**src/rtl/pred_port_arb_pkg.sv**
```systemverilog
// Shared types for the branch-predictor port arbiter: update record, arbiter states, helpers.
package pred_port_arb_pkg;

    localparam int XLEN = 32;

    typedef struct packed {
        logic [XLEN-1:0] pc;
        logic [XLEN-1:0] target;
        logic            success;
        logic            failed;
    } pred_upd_t;

    typedef enum logic {
        ARB_LOOKUP = 1'b0,
        ARB_DRAIN  = 1'b1
    } pred_arb_state_e;

    function automatic logic [31:0] sat_inc32(input logic [31:0] v);
        return (v == 32'hFFFF_FFFF) ? v : (v + 32'd1);
    endfunction

endpackage

```
**src/rtl/pred_port_arb_if.sv**
```systemverilog
// Fetch, branch-unit and predictor-table signals of the predictor port arbiter.
interface pred_port_arb_if;
    import pred_port_arb_pkg::*;

    logic            flush_i;
    logic            fe_req_v_i;
    logic [XLEN-1:0] fe_req_pc_i;
    logic            fe_req_rdy_o;
    logic            fe_rsp_v_o;
    logic            fe_rsp_hit_o;
    logic            fe_rsp_taken_o;
    logic [XLEN-1:0] fe_rsp_target_o;
    logic            bu_upd_v_i;
    logic            bu_upd_rdy_o;
    logic [XLEN-1:0] bu_upd_pc_i;
    logic [XLEN-1:0] bu_upd_target_i;
    logic            bu_upd_success_i;
    logic            bu_upd_failed_i;
    logic            pred_en_o;
    logic [XLEN-1:0] pred_pc_branch_o;
    logic [XLEN-1:0] pred_pc_target_o;
    logic            pred_success_o;
    logic            pred_failed_o;
    logic [XLEN-1:0] pred_pc_i;
    logic            pred_taken_i;
    logic            pred_v_i;

    modport slave (
        input  flush_i, fe_req_v_i, fe_req_pc_i,
        output fe_req_rdy_o, fe_rsp_v_o, fe_rsp_hit_o, fe_rsp_taken_o, fe_rsp_target_o,
        input  bu_upd_v_i, bu_upd_pc_i, bu_upd_target_i, bu_upd_success_i, bu_upd_failed_i,
        output bu_upd_rdy_o,
        output pred_en_o, pred_pc_branch_o, pred_pc_target_o, pred_success_o, pred_failed_o,
        input  pred_pc_i, pred_taken_i, pred_v_i
    );

    modport master (
        output flush_i, fe_req_v_i, fe_req_pc_i,
        input  fe_req_rdy_o, fe_rsp_v_o, fe_rsp_hit_o, fe_rsp_taken_o, fe_rsp_target_o,
        output bu_upd_v_i, bu_upd_pc_i, bu_upd_target_i, bu_upd_success_i, bu_upd_failed_i,
        input  bu_upd_rdy_o,
        input  pred_en_o, pred_pc_branch_o, pred_pc_target_o, pred_success_o, pred_failed_o,
        output pred_pc_i, pred_taken_i, pred_v_i
    );

endinterface

```
**src/rtl/pred_port_arb_chk.sv**
```systemverilog
// Simulation checks on branch-unit update inputs.
module pred_port_arb_chk (
    input logic clk,
    input logic reset_n,
    input logic upd_v,
    input logic upd_success,
    input logic upd_failed
);
    a_upd_outcome_excl: assert property (@(posedge clk) disable iff (!reset_n)
        upd_v |-> !(upd_success && upd_failed));
endmodule

```
**src/rtl/pred_upd_fifo.sv**
```systemverilog
// Branch-update FIFO; head is read straight from storage, so a pushed entry pops next cycle at the earliest.
module pred_upd_fifo
    import pred_port_arb_pkg::*;
#(
    parameter int  DEPTH = 4,
    parameter type T     = pred_upd_t
) (
    input  logic                   clk,
    input  logic                   reset_n,
    input  logic                   push_i,
    input  T                       push_data_i,
    input  logic                   pop_i,
    output logic                   full_o,
    output logic                   empty_o,
    output logic [$clog2(DEPTH):0] count_o,
    output T                       head_o
);
    localparam int PW = $clog2(DEPTH);

    T              mem_q [DEPTH];
    logic [PW-1:0] wr_ptr_q, rd_ptr_q;
    logic [PW:0]   count_q;
    logic          do_push_s, do_pop_s;

    assign full_o    = (count_q == (PW + 1)'(DEPTH));
    assign empty_o   = (count_q == (PW + 1)'(0));
    assign do_push_s = push_i & ~full_o;
    assign do_pop_s  = pop_i & ~empty_o;
    assign count_o   = count_q;
    assign head_o    = mem_q[rd_ptr_q];

    // Storage, pointers (wrap naturally at the power-of-two depth) and occupancy.
    always_ff @(posedge clk or negedge reset_n) begin
        if (!reset_n) begin
            wr_ptr_q <= '0;
            rd_ptr_q <= '0;
            count_q  <= '0;
            for (int i = 0; i < DEPTH; i++) begin
                mem_q[i] <= '0;
            end
        end else begin
            if (do_push_s) begin
                mem_q[wr_ptr_q] <= push_data_i;
                wr_ptr_q        <= wr_ptr_q + PW'(1);
            end
            if (do_pop_s) begin
                rd_ptr_q <= rd_ptr_q + PW'(1);
            end
            count_q <= count_q + (PW + 1)'(do_push_s) - (PW + 1)'(do_pop_s);
        end
    end

endmodule

```
**src/rtl/pred_port_arb.sv**
```systemverilog
// Shares the branch-predictor port between fetch lookups and buffered BU updates.
// Define PRED_ARB_STATS_EN to add the stat_lkp_stall_o / stat_upd_full_o counters.
module pred_port_arb
    import pred_port_arb_pkg::*;
#(
    parameter int UPD_DEPTH  = 4,
    parameter int HI_WM      = UPD_DEPTH - 1,
    parameter int STARVE_MAX = 8
) (
    input  logic           clk,
    input  logic           reset_n,
    pred_port_arb_if.slave bus
`ifdef PRED_ARB_STATS_EN
    ,
    output logic [31:0]    stat_lkp_stall_o,
    output logic [31:0]    stat_upd_full_o
`endif
);
    localparam int CW = $clog2(UPD_DEPTH) + 1;
    localparam int SW = $clog2(STARVE_MAX + 1);

    pred_arb_state_e state_q, state_d;
    logic [SW-1:0]   starve_q, starve_d;
    logic            rst_done_q;
    logic [CW-1:0]   count_s;
    logic            full_s, empty_s, push_s, pop_s, grant_s, fe_rdy_s, bu_rdy_s, force_s;
    pred_upd_t       upd_in_s, head_s;
    logic            grant_q, kill_q, hit_q, taken_q;
    logic [XLEN-1:0] target_q;
    logic            pred_en_s, pred_succ_s, pred_fail_s;
    logic [XLEN-1:0] pred_pcb_s, pred_tgt_s;

    assign bu_rdy_s = rst_done_q & ~full_s;
    assign push_s   = bus.bu_upd_v_i & bu_rdy_s;
    assign upd_in_s = '{pc: bus.bu_upd_pc_i, target: bus.bu_upd_target_i,
                        success: bus.bu_upd_success_i, failed: bus.bu_upd_failed_i};

    pred_upd_fifo #(.DEPTH(UPD_DEPTH), .T(pred_upd_t)) u_fifo (
        .clk         (clk),
        .reset_n     (reset_n),
        .push_i      (push_s),
        .push_data_i (upd_in_s),
        .pop_i       (pop_s),
        .full_o      (full_s),
        .empty_o     (empty_s),
        .count_o     (count_s),
        .head_o      (head_s)
    );

    // Holds both handshakes low until the first clock after reset release.
    always_ff @(posedge clk or negedge reset_n) begin
        if (!reset_n) rst_done_q <= 1'b0;
        else          rst_done_q <= 1'b1;
    end

    // Arbiter state and starvation counter.
    always_ff @(posedge clk or negedge reset_n) begin
        if (!reset_n) begin
            state_q  <= ARB_LOOKUP;
            starve_q <= '0;
        end else begin
            state_q  <= state_d;
            starve_q <= starve_d;
        end
    end

    // Port ownership for this cycle and next-state selection.
    always_comb begin
        state_d  = state_q;
        starve_d = starve_q;
        force_s  = 1'b0;
        fe_rdy_s = 1'b0;
        grant_s  = 1'b0;
        pop_s    = 1'b0;
        case (state_q)
            ARB_LOOKUP: begin
                force_s  = (starve_q >= SW'(STARVE_MAX)) & ~empty_s;
                fe_rdy_s = rst_done_q & ~force_s;
                grant_s  = fe_rdy_s & bus.fe_req_v_i;
                pop_s    = ~grant_s & ~empty_s;
                if (count_s >= CW'(HI_WM)) state_d = ARB_DRAIN;
                else                       state_d = ARB_LOOKUP;
            end
            ARB_DRAIN: begin
                pop_s = ~empty_s;
                // Leave only once this cycle's push/pop has emptied the FIFO.
                if ((count_s + CW'(push_s) - CW'(pop_s)) == CW'(0)) state_d = ARB_LOOKUP;
                else                                                 state_d = ARB_DRAIN;
            end
            default: state_d = ARB_LOOKUP;
        endcase
        if (pop_s)                   starve_d = '0;
        else if (grant_s & ~empty_s) starve_d = starve_q + SW'(1);
        else                         starve_d = starve_q;
    end

    // Predictor port mux: lookup PC, FIFO head update, or idle zeros.
    always_comb begin
        pred_en_s   = 1'b0;
        pred_pcb_s  = '0;
        pred_tgt_s  = '0;
        pred_succ_s = 1'b0;
        pred_fail_s = 1'b0;
        if (grant_s) begin
            pred_pcb_s = bus.fe_req_pc_i;
        end else if (pop_s) begin
            pred_en_s   = 1'b1;
            pred_pcb_s  = head_s.pc;
            pred_tgt_s  = head_s.target;
            pred_succ_s = head_s.success;
            pred_fail_s = head_s.failed;
        end else begin
            pred_en_s = 1'b0;
        end
    end

    // Lookup response captured from the combinational predictor in the grant cycle.
    always_ff @(posedge clk or negedge reset_n) begin
        if (!reset_n) begin
            grant_q  <= 1'b0;
            kill_q   <= 1'b0;
            hit_q    <= 1'b0;
            taken_q  <= 1'b0;
            target_q <= '0;
        end else begin
            grant_q <= grant_s;
            kill_q  <= grant_s & bus.flush_i;
            if (grant_s) begin
                hit_q    <= bus.pred_v_i;
                taken_q  <= bus.pred_taken_i;
                target_q <= bus.pred_pc_i;
            end
        end
    end

    assign bus.fe_req_rdy_o     = fe_rdy_s;
    assign bus.bu_upd_rdy_o     = bu_rdy_s;
    assign bus.fe_rsp_v_o       = grant_q & ~kill_q;
    assign bus.fe_rsp_hit_o     = hit_q;
    assign bus.fe_rsp_taken_o   = taken_q;
    assign bus.fe_rsp_target_o  = target_q;
    assign bus.pred_en_o        = pred_en_s;
    assign bus.pred_pc_branch_o = pred_pcb_s;
    assign bus.pred_pc_target_o = pred_tgt_s;
    assign bus.pred_success_o   = pred_succ_s;
    assign bus.pred_failed_o    = pred_fail_s;

    pred_port_arb_chk u_chk (
        .clk         (clk),
        .reset_n     (reset_n),
        .upd_v       (bus.bu_upd_v_i),
        .upd_success (bus.bu_upd_success_i),
        .upd_failed  (bus.bu_upd_failed_i)
    );

`ifdef PRED_ARB_STATS_EN
    logic [31:0] stall_cnt_q, full_cnt_q;

    // Saturating counters of stalled lookups and refused updates.
    always_ff @(posedge clk or negedge reset_n) begin
        if (!reset_n) begin
            stall_cnt_q <= 32'd0;
            full_cnt_q  <= 32'd0;
        end else begin
            if (bus.fe_req_v_i & ~fe_rdy_s) stall_cnt_q <= sat_inc32(stall_cnt_q);
            if (bus.bu_upd_v_i & ~bu_rdy_s) full_cnt_q  <= sat_inc32(full_cnt_q);
        end
    end

    assign stat_lkp_stall_o = stall_cnt_q;
    assign stat_upd_full_o  = full_cnt_q;
`endif

endmodule
```
**src/flat_wrapper.sv**
```systemverilog
// flat-port wrapper written by rule: the top's interface ports become plain ports
module pred_port_arb_flat import pred_port_arb_pkg::*;
#(
    parameter int UPD_DEPTH  = 4,
    parameter int HI_WM      = UPD_DEPTH - 1,
    parameter int STARVE_MAX = 8
)
  (clk, reset_n, bus_flush_i, bus_fe_req_v_i, bus_fe_req_pc_i, bus_fe_req_rdy_o, bus_fe_rsp_v_o, bus_fe_rsp_hit_o, bus_fe_rsp_taken_o, bus_fe_rsp_target_o, bus_bu_upd_v_i, bus_bu_upd_pc_i, bus_bu_upd_target_i, bus_bu_upd_success_i, bus_bu_upd_failed_i, bus_bu_upd_rdy_o, bus_pred_en_o, bus_pred_pc_branch_o, bus_pred_pc_target_o, bus_pred_success_o, bus_pred_failed_o, bus_pred_pc_i, bus_pred_taken_i, bus_pred_v_i);
  pred_port_arb_if bus_i ();
  input  logic clk;
  input  logic reset_n;
  input wire logic [$bits(bus_i.flush_i)-1:0] bus_flush_i;
  input wire logic [$bits(bus_i.fe_req_v_i)-1:0] bus_fe_req_v_i;
  input wire logic [$bits(bus_i.fe_req_pc_i)-1:0] bus_fe_req_pc_i;
  output wire logic [$bits(bus_i.fe_req_rdy_o)-1:0] bus_fe_req_rdy_o;
  output wire logic [$bits(bus_i.fe_rsp_v_o)-1:0] bus_fe_rsp_v_o;
  output wire logic [$bits(bus_i.fe_rsp_hit_o)-1:0] bus_fe_rsp_hit_o;
  output wire logic [$bits(bus_i.fe_rsp_taken_o)-1:0] bus_fe_rsp_taken_o;
  output wire logic [$bits(bus_i.fe_rsp_target_o)-1:0] bus_fe_rsp_target_o;
  input wire logic [$bits(bus_i.bu_upd_v_i)-1:0] bus_bu_upd_v_i;
  input wire logic [$bits(bus_i.bu_upd_pc_i)-1:0] bus_bu_upd_pc_i;
  input wire logic [$bits(bus_i.bu_upd_target_i)-1:0] bus_bu_upd_target_i;
  input wire logic [$bits(bus_i.bu_upd_success_i)-1:0] bus_bu_upd_success_i;
  input wire logic [$bits(bus_i.bu_upd_failed_i)-1:0] bus_bu_upd_failed_i;
  output wire logic [$bits(bus_i.bu_upd_rdy_o)-1:0] bus_bu_upd_rdy_o;
  output wire logic [$bits(bus_i.pred_en_o)-1:0] bus_pred_en_o;
  output wire logic [$bits(bus_i.pred_pc_branch_o)-1:0] bus_pred_pc_branch_o;
  output wire logic [$bits(bus_i.pred_pc_target_o)-1:0] bus_pred_pc_target_o;
  output wire logic [$bits(bus_i.pred_success_o)-1:0] bus_pred_success_o;
  output wire logic [$bits(bus_i.pred_failed_o)-1:0] bus_pred_failed_o;
  input wire logic [$bits(bus_i.pred_pc_i)-1:0] bus_pred_pc_i;
  input wire logic [$bits(bus_i.pred_taken_i)-1:0] bus_pred_taken_i;
  input wire logic [$bits(bus_i.pred_v_i)-1:0] bus_pred_v_i;
  assign bus_i.flush_i = bus_flush_i;
  assign bus_i.fe_req_v_i = bus_fe_req_v_i;
  assign bus_i.fe_req_pc_i = bus_fe_req_pc_i;
  assign bus_fe_req_rdy_o = bus_i.fe_req_rdy_o;
  assign bus_fe_rsp_v_o = bus_i.fe_rsp_v_o;
  assign bus_fe_rsp_hit_o = bus_i.fe_rsp_hit_o;
  assign bus_fe_rsp_taken_o = bus_i.fe_rsp_taken_o;
  assign bus_fe_rsp_target_o = bus_i.fe_rsp_target_o;
  assign bus_i.bu_upd_v_i = bus_bu_upd_v_i;
  assign bus_i.bu_upd_pc_i = bus_bu_upd_pc_i;
  assign bus_i.bu_upd_target_i = bus_bu_upd_target_i;
  assign bus_i.bu_upd_success_i = bus_bu_upd_success_i;
  assign bus_i.bu_upd_failed_i = bus_bu_upd_failed_i;
  assign bus_bu_upd_rdy_o = bus_i.bu_upd_rdy_o;
  assign bus_pred_en_o = bus_i.pred_en_o;
  assign bus_pred_pc_branch_o = bus_i.pred_pc_branch_o;
  assign bus_pred_pc_target_o = bus_i.pred_pc_target_o;
  assign bus_pred_success_o = bus_i.pred_success_o;
  assign bus_pred_failed_o = bus_i.pred_failed_o;
  assign bus_i.pred_pc_i = bus_pred_pc_i;
  assign bus_i.pred_taken_i = bus_pred_taken_i;
  assign bus_i.pred_v_i = bus_pred_v_i;
  pred_port_arb #(.UPD_DEPTH(UPD_DEPTH), .HI_WM(HI_WM), .STARVE_MAX(STARVE_MAX)) u_core (.clk(clk), .reset_n(reset_n), .bus(bus_i));
endmodule
```
**config.mk**
```make
export PLATFORM = sky130hd
export DESIGN_NAME = pred_port_arb_flat
export DESIGN_NICKNAME = d
export VERILOG_FILES = /design/src/rtl/pred_port_arb_pkg.sv /design/src/rtl/pred_port_arb_if.sv /design/src/rtl/pred_port_arb_chk.sv /design/src/rtl/pred_upd_fifo.sv /design/src/rtl/pred_port_arb.sv /design/src/flat_wrapper.sv
export SDC_FILE = /design/constraint.sdc
export NUM_CORES = 1
export LEC_CHECK = 0
export BUFFER_PORTS_ARGS = -buffer_cell sky130_fd_sc_hd__buf_2
export CORE_MARGIN = 4
export CORE_UTILIZATION = 30
export CTS_CLUSTER_DIAMETER = 80
export CTS_CLUSTER_SIZE = 28
export DETAILED_ROUTE_END_ITERATION = 16
export PLACE_DENSITY_LB_ADDON = 0.2
export SLEW_MARGIN = 20
export SYNTH_ARGS = -nofsm -noshare
export SYNTH_HDL_FRONTEND = slang
export SYNTH_HIERARCHICAL = 1
export SYNTH_SLANG_ARGS = --single-unit
```
**constraint.sdc**
```tcl
create_clock -name clk -period 2.9 [get_ports clk]
set_input_delay 0.58 -clock clk [delete_from_list [all_inputs] [get_ports clk]]
set_output_delay 0.58 -clock clk [all_outputs]
set_load 0.005 [all_outputs]
```
==> results of run 1 <==
layer usage:
layer	global-route usage	up-vias	wire [um]
li1	-	3805	-
met1	0.193	4507	17300
met2	0.224	187	17500
met3	0.0283	45	2150
met4	0.0267	8	506
met5	0	-	51
critical path, delay by kind of cell, from the launching register on:
family                 cells  cell delay [ns]
buffers and inverters      4             0.54
DFF                        1             0.39
muxes                      1             0.33
and+or+nand+nor            4             0.69
state kept, by name, indices dropped and copies added (netlist names):
name	cells
u_core/grant_q	1
u_core/bus.fe_rsp_taken_o	1
u_core/rst_done_q	1
u_core/u_fifo/mem_q	264
u_core/u_fifo/count_o	3
u_core/u_fifo/wr_ptr_q	2
u_core/starve_q	4
u_core/kill_q	1
u_core/bus.fe_rsp_hit_o	1
u_core/state_q	1
u_core/bus.fe_rsp_target_o	32
u_core/u_fifo/rd_ptr_q	2
repair_timing:
action,CTS,global route
buffers inserted,18,0
hold buffers,1,0
endpoints found under the setup margin,67,67
gates resized for setup,50,9
hold endpoints to repair,50,0
gates cloned,7,1
pin swaps,2,1
area by class of cell:
| type | instances | area (um2) | share of cell area |
|---|---|---|---|
| clock buffers | 24 | 589 | 0.0317 |
| multi-input cells | 520 | 6830 | 0.368 |
| repair buffers | 302 | 2090 | 0.113 |
| flip-flops and latches | 313 | 7840 | 0.422 |
| diodes | 4 | 10.0 | 0.000539 |
| inverters | 14 | 52.6 | 0.00283 |
| clock inverters | 18 | 324 | 0.0174 |
| well taps | 672 | 841 | 0.0453 |
synth_stat cells, types with 4 or more instances:
library cell	number
sky130_fd_sc_hd__inv_1	14
sky130_fd_sc_hd__nor2b_1	35
sky130_fd_sc_hd__xnor2_1	5
sky130_fd_sc_hd__o21ai_0	4
sky130_fd_sc_hd__mux2_4	160
sky130_fd_sc_hd__mux2_2	151
sky130_fd_sc_hd__buf_12	16
sky130_fd_sc_hd__and3_4	4
sky130_fd_sc_hd__buf_6	4
sky130_fd_sc_hd__clkbuf_1	12
sky130_fd_sc_hd__buf_1	4
sky130_fd_sc_hd__and2_1	35
sky130_fd_sc_hd__ha_1	11
sky130_fd_sc_hd__buf_2	20
sky130_fd_sc_hd__nand2_1	6
sky130_fd_sc_hd__mux2_1	20
sky130_fd_sc_hd__mux4_2	66
sky130_fd_sc_hd__dfrtp_1	313
sky130_fd_sc_hd__nor2_1	6
path summary, 6_finish.rpt:
check / slack [ns] / end / start / cells past startpoint
setup / recovery: -0.20 / bus_pred_pc_branch_o[28] / u_core/u_fifo/count_o[0] / 9
hold / removal: 0.23 / u_core/kill_q / bus_flush_i / 2
setup reg to reg: 0.30 / u_core/u_fifo/count_o[2] / u_core/u_fifo/count_o[2] / 12
hold reg to reg: 0.50 / u_core/bus.fe_rsp_target_o[8] / u_core/bus.fe_rsp_target_o[8] / 1
max in group asynchronous: 1.51 / u_core/u_fifo/mem_q[7] / reset_n / 3
min in group asynchronous: 0.56 / u_core/bus.fe_rsp_target_o[9] / reset_n / 2
where the power goes:
part / total, mW / switching [mW] / leakage (nW) / internal [mW]
clock: 3.87 / 1.89 / 0.444 / 1.98
combinational: 10.0 / 3.51 / 4.15 / 6.50
sequential: 7.65 / 1.14 / 3.79 / 6.51
total: 21.5 / 6.53 / 8.38 / 15.0
cells by family (layout without fill, tap and decap cells):
| logic type | after synthesis | in the layout | synth area share |
|---|---|---|---|
| AO/OA/AOI/OAI | 7 | 7 | 0.00290 |
| other | 1 | 5 | 0.000248 |
| buffers and inverters | 73 | 358 | 0.0397 |
| AND/OR/NAND/NOR | 96 | 96 | 0.0398 |
| XOR/XNOR | 6 | 6 | 0.00347 |
| multiplexers | 397 | 397 | 0.384 |
| adder cells (fa/ha/maj) | 13 | 13 | 0.0117 |
| flip-flops | 313 | 313 | 0.518 |
==> results.yml, run 1 <==
floorplanning:
  floorplan.die.height_um: 233
  initial_utilization: 0.303
  core_area_mm2: 0.0500
  num_rows: 82
  overall_die_width_um: 233
  die-area_mm2: 0.0541
  io_pins: 241
timing:
  summed_negative_setup_slack_over_all_endpoints_ns: -5.28
  finalCriticalPeriod_ns: 3.10
  finalSetupViolations: 32
  worst_hold_margin_ns: 0.234
  clock-skew-final_ns: 0.0295
  tightest_slew_ns: 0.576
  timing.max_slew.rel_slack: 0.616
  timing.fmax_mhz: 323
  hold_viol_final: 0
  grt_setup_unrepaired: "yes"
  drv_slew: 0
  setup_slack_ns: -0.195
  period_share: 1.07
synthesis:
  edff_count_synth: 0
  async_flop_share: 1.00
  netlist.top_cell.by_area: "sky130_fd_sc_hd__dfrtp_1"
  synth_top_cell_area_share: 0.518
  postSynthRegisterBits: 313
  ys_types: 33
  yosys_most_used_dff: "sky130_fd_sc_hd__dfrtp_1"
  seq_area_frac_synth: 0.518
  post_synth_instance_area_mm2: 0.0151
  yosysWarnings: 6
  synth.net_count: 1056
  synth_cells: 906
  avgSynthCellArea_um2: 16.7
  synthTopCellsByArea: "sky130_fd_sc_hd__dfrtp_1 (52%), sky130_fd_sc_hd__mux2_4 (16%), sky130_fd_sc_hd__mux2_2 (11%)"
drt:
  postRouteAntennaNets: 0
  routed_wire_length_per_instance_um: 20.1
  detail_route.first_pass.iterations: 4
  detailed_route_drc_error_count: 0
  route.detailed.vias_per_inst: 4.58
  postRouteWirelength_um: 37600
  detailroute.via_count: 8552
  detailed_route_iter0_violations: 409
pwr:
  worst_ir_drop_vdd_mv: 0.488
  p_leak_nw: 8.38
  p_per_area_mw_per_mm2: 1160
  total_power_mw: 21.5
global_route:
  first_pass_grt_wire_length_um: 58100
  number_of_global_route_vias_before_repair: 9338
  grt_start_max_net_pins: 76
  grt_usage: 0.138
  grt_antenna_before_repair: 9
  grt.overflow.total: 0
placed_design:
  place_congestion: 0.694
  post_dp_cell_area_mm2: 0.0171
  hpwlAfterDp_um: 22900
  io_buffer_count: 240
  detailedPlace.worstSlack_ns: 0.165
  dp.cells: 1796
critical_path:
  critPathMostFrequentCell: "sky130_fd_sc_hd__buf_6"
  worstSetupStartpointType: "flop"
  cp.arrival_ns: 2.52
  critical_path.slowest_cell: "sky130_fd_sc_hd__dfrtp_1"
  endpoint_kind: "output port"
  crit_path_cell_trace: "or2_4 -> nor2_4 -> nor2b_2 -> nor4bb_4 -> buf_6 -> buf_6 -> buf_12 -> mux2_2 -> buf_2"
  worst_ep_required_time_ns: 2.32
  cp_slowest_stage_delay_ns: 0.39
  setup.worst_path.class: "flop to output port"
  path_max_fanout: 7
clocking:
  tritoncts.num_buffers: 23
  tritoncts_clock_tree: "yes"
  clk_pin_slew_ns: 0.09
  later_pin_clock_latency_in_the_skew_report_ns: 0.56
  clkSinkCount: 313
  cts-htree-levels: 1
  clock_path_buffers: 3
  clk_root_buffer_cell: "sky130_fd_sc_hd__clkbuf_16"
final_layout:
  layout_filler_cell_count: 4804
  area_growth_syn_to_layout_pct: 22.8
  instances_no_fill: 1867
  layout_commonest_cell: "sky130_fd_sc_hd__dfrtp_1"
  post_route_cells_drive_above_1_share: 0.633
  postLayoutCoreUtil: 0.372
  highest_count_cells_in_the_layout_ignoring_fill_and_taps: "sky130_fd_sc_hd__dfrtp_1 (311), sky130_fd_sc_hd__buf_2 (234), sky130_fd_sc_hd__mux2_4 (182)"
  final_design_area_no_fill_mm2: 0.0186
  fin_nets: 1324
run_status:
  status: "finished, violations left"
  violations: "setup timing"
min_path:
  worst_min_path_class: "input port to flop"
flow_run:
  drv_cap: 0
Power figures use the tool's default switching activity.
==> inputs of run 2 (changes only) <==
--- a/config.mk
+++ b/config.mk
@@ -7,13 +7,13 @@
 export LEC_CHECK = 0
 export BUFFER_PORTS_ARGS = -buffer_cell sky130_fd_sc_hd__buf_2
 export CORE_MARGIN = 4
-export CORE_UTILIZATION = 30
+export CORE_UTILIZATION = 40
 export CTS_CLUSTER_DIAMETER = 80
 export CTS_CLUSTER_SIZE = 28
 export DETAILED_ROUTE_END_ITERATION = 16
 export PLACE_DENSITY_LB_ADDON = 0.2
+export REMOVE_ABC_BUFFERS = 1
 export SLEW_MARGIN = 20
 export SYNTH_ARGS = -nofsm -noshare
 export SYNTH_HDL_FRONTEND = slang
-export SYNTH_HIERARCHICAL = 1
 export SYNTH_SLANG_ARGS = --single-unit
==> run 2 against run 1 <==
The run now ends clean. Largest power group unchanged. Fmax up 11%. Combinational power fell by 21%. Via count shrank 5.7%. Non-clock buffer count down 38. Sequential power decreased by 2%. Wire length fell by 20%. Area after synthesis fell by 6.9%. Worst setup slack improved by 0.31 ns.
==> results.yml, run 2 <==
clocking:
  clkSinkCount: 313
  clk_root_buffer_cell: "sky130_fd_sc_hd__clkbuf_16"
  clk_pin_slew_ns: 0.10
  clock_path_buffers: 3
  later_pin_clock_latency_in_the_skew_report_ns: 0.51
  tritoncts_clock_tree: "yes"
  tritoncts.num_buffers: 17
  cts-htree-levels: 1
timing:
  clock-skew-final_ns: 0.0204
  period_share: 0.961
  hold_viol_final: 0
  setup_slack_ns: 0.113
  summed_negative_setup_slack_over_all_endpoints_ns: 0
  finalCriticalPeriod_ns: 2.79
  worst_hold_margin_ns: 0.280
  finalSetupViolations: 0
  grt_setup_unrepaired: "yes"
  drv_slew: 0
  timing.fmax_mhz: 359
drt:
  postRouteAntennaNets: 0
  postRouteWirelength_um: 30100
  route.detailed.vias_per_inst: 5.17
  detail_route.first_pass.iterations: 4
  detailed_route_drc_error_count: 0
  detailed_route_iter0_violations: 289
  routed_wire_length_per_instance_um: 19.3
  detailroute.via_count: 8061
min_path:
  worst_hold_startpoint: "bus_flush_i"
  worst_min_path_class: "input port to flop"
  whs_path_depth: 2
  min_to: "u_core.kill_q"
synthesis:
  synthTopCellsByArea: "sky130_fd_sc_hd__dfrtp_1 (56%), sky130_fd_sc_hd__mux2_2 (24%), sky130_fd_sc_hd__mux4_2 (11%)"
  async_flop_share: 1.00
  synth_top_cell_area_share: 0.556
  netlist.top_cell.by_area: "sky130_fd_sc_hd__dfrtp_1"
  synth_cells: 867
  yosysWarnings: 0
  edff_count_synth: 0
  post_synth_instance_area_mm2: 0.0141
  ys_types: 34
  synth.top_cells.by_count: "sky130_fd_sc_hd__dfrtp_1 (313), sky130_fd_sc_hd__mux2_2 (299), sky130_fd_sc_hd__mux4_2 (66)"
  most_used_standard_cell_by_instance_count_after_synthesis: "sky130_fd_sc_hd__dfrtp_1"
  postSynthRegisterBits: 313
  seq_area_frac_synth: 0.556
  avgSynthCellArea_um2: 16.2
  yosys_most_used_dff: "sky130_fd_sc_hd__dfrtp_1"
critical_path:
  endpoint_kind: "output port"
  regToRegEndpoint: "u_core.state_q"
  cp.arrival_ns: 2.21
  worst_ep_required_time_ns: 2.32
  regToRegSetupSlack_ns: 0.43
  reg2reg_from: "u_core.u_fifo.count_o[0]"
  startpoint: "u_core.u_fifo.count_o[0]"
  worstSetupStartpointType: "flop"
  setup.worst_path.class: "flop to output port"
  path_max_fanout: 15
  timing.reg2reg.worst_path_depth: 9
global_route:
  first_pass_grt_wire_length_um: 47700
  number_of_global_route_vias_before_repair: 8447
  grt.overflow.total: 0
  grt_start_max_net_pins: 72
  grt_antenna_before_repair: 2
  grt_usage: 0.153
final_layout:
  highest_count_cells_in_the_layout_ignoring_fill_and_taps: "sky130_fd_sc_hd__dfrtp_1 (308), sky130_fd_sc_hd__mux2_2 (299), sky130_fd_sc_hd__buf_2 (239)"
  post_route_cells_drive_above_1_share: 0.603
  register_area_mm2: 0.00784
  final_design_area_no_fill_mm2: 0.0165
  multi_input_area_mm2: 0.00579
  layout_commonest_cell: "sky130_fd_sc_hd__dfrtp_1"
  largest_register: "u_core.u_fifo.mem_q"
  layout_filler_cell_count: 3078
  area_growth_syn_to_layout_pct: 17.0
  largest_reg_flops: 264
  fin_nets: 1242
floorplanning:
  floorplan.die.height_um: 196
  die-area_mm2: 0.0383
  core_area_mm2: 0.0346
  num_rows: 68
  initial_utilization: 0.407
  io_pins: 241
  overall_die_width_um: 196
pwr:
  total_power_mw: 18.3
  worst_ir_drop_vdd_mv: 0.530
  p_per_area_mw_per_mm2: 1110
  p_leak_nw: 7.50
placed_design:
  post_dp_cell_area_mm2: 0.0158
  io_buffer_count: 240
  place_congestion: 0.720
  hpwlAfterDp_um: 18700
  detailedPlace.worstSlack_ns: 0.445
flow_run:
  drv_cap: 0
run_status:
  status: "complete, no violations"
run 2: cell types whose count changed in the layout (fill, tap and decap cells not counted), moves of 5 or more:
cell	change
sky130_fd_sc_hd__clkbuf_16	-6
sky130_fd_sc_hd__nor2b_1	-33
sky130_fd_sc_hd__buf_12	-6
sky130_fd_sc_hd__mux2_2	+156
sky130_fd_sc_hd__buf_2	+5
sky130_fd_sc_hd__buf_6	-13
sky130_fd_sc_hd__and2_4	-6
sky130_fd_sc_hd__a22o_1	+32
sky130_fd_sc_hd__mux2_1	-6
sky130_fd_sc_hd__buf_4	-21
sky130_fd_sc_hd__mux2_4	-182
sky130_fd_sc_hd__and2_1	+7
run 2: layout make-up:
class                      instances  share of cell area
sequential                       313               0.476
multi-input combinational        482               0.351
timing repair buffer             264              0.0987
tap                              455              0.0345
clock buffer                      19              0.0263
clock inverter                    10             0.00964
inverter                          14             0.00334
antenna                            1            0.000152
run 2: worst max-delay path, cell delays in order, from the launching register on:
cell                       delay [ns]
sky130_fd_sc_hd__dfrtp_2         0.46
sky130_fd_sc_hd__nor3_4          0.26
sky130_fd_sc_hd__inv_4           0.09
sky130_fd_sc_hd__a211oi_4        0.30
sky130_fd_sc_hd__buf_12          0.17
sky130_fd_sc_hd__buf_12          0.15
sky130_fd_sc_hd__a22o_1          0.15
sky130_fd_sc_hd__buf_2           0.11
run 2: routing by layer:
| layer | share of wire | up-vias | track usage | wire [um] |
|---|---|---|---|---|
| li1 | - | 3649 | - | - |
| met1 | 0.45 | 4188 | 0.221 | 13700 |
| met2 | 0.48 | 191 | 0.252 | 14400 |
| met3 | 0.052 | 29 | 0.0255 | 1570 |
| met4 | 0.014 | 4 | 0.0233 | 429 |
| met5 | 0.0011 | - | 0 | 34 |
run 2: metrics by stage:
stage | utilization | std cells
after floorplan | - | 809
after global placement | 0.455 | 1523
after detailed placement | 0.455 | 1523
after CTS | 0.474 | 1555
after global routing | 0.476 | 1557
final | 0.476 | 1558
run 2: worst max path at each step:
stage	endpoint	cells past startpoint
2_1_floorplan	bus_pred_pc_branch_o[0]	2
3_3_place_gp	u_core.state_q	9
3_5_place_dp	u_core.state_q	9
4_1_cts	bus_pred_pc_branch_o[23]	4
5_1_grt	bus_pred_pc_branch_o[19]	7
6_report	bus_pred_pc_branch_o[26]	7
run 2: cell families after synthesis:
kind of cell	after synthesis	synth area share
AOI/OAI and AO/OA	39	0.0237
adders and majority gates	13	0.0126
xor gates and xnor gates	5	0.00311
other	1	0.000266
and+or+nand+nor	59	0.0264
buffers and inverters	72	0.0330
muxes	365	0.345
DFF	313	0.556
run 2: timing repair:
item | CTS | global route
setup buffers | 1 | 1
pin swaps | 1 | 2
hold buffers | 1 | 0
gates resized for setup | 0 | 6
endpoints found under the setup margin | 20 | 14
hold endpoints to repair | 43 | 0
gates cloned | 1 | 1
run 2: where the power goes:
| part | internal, mW | switching [mW] |
|---|---|---|
| sequential | 6.51 | 0.999 |
| clock | 1.33 | 1.51 |
| combinational | 4.89 | 3.03 |
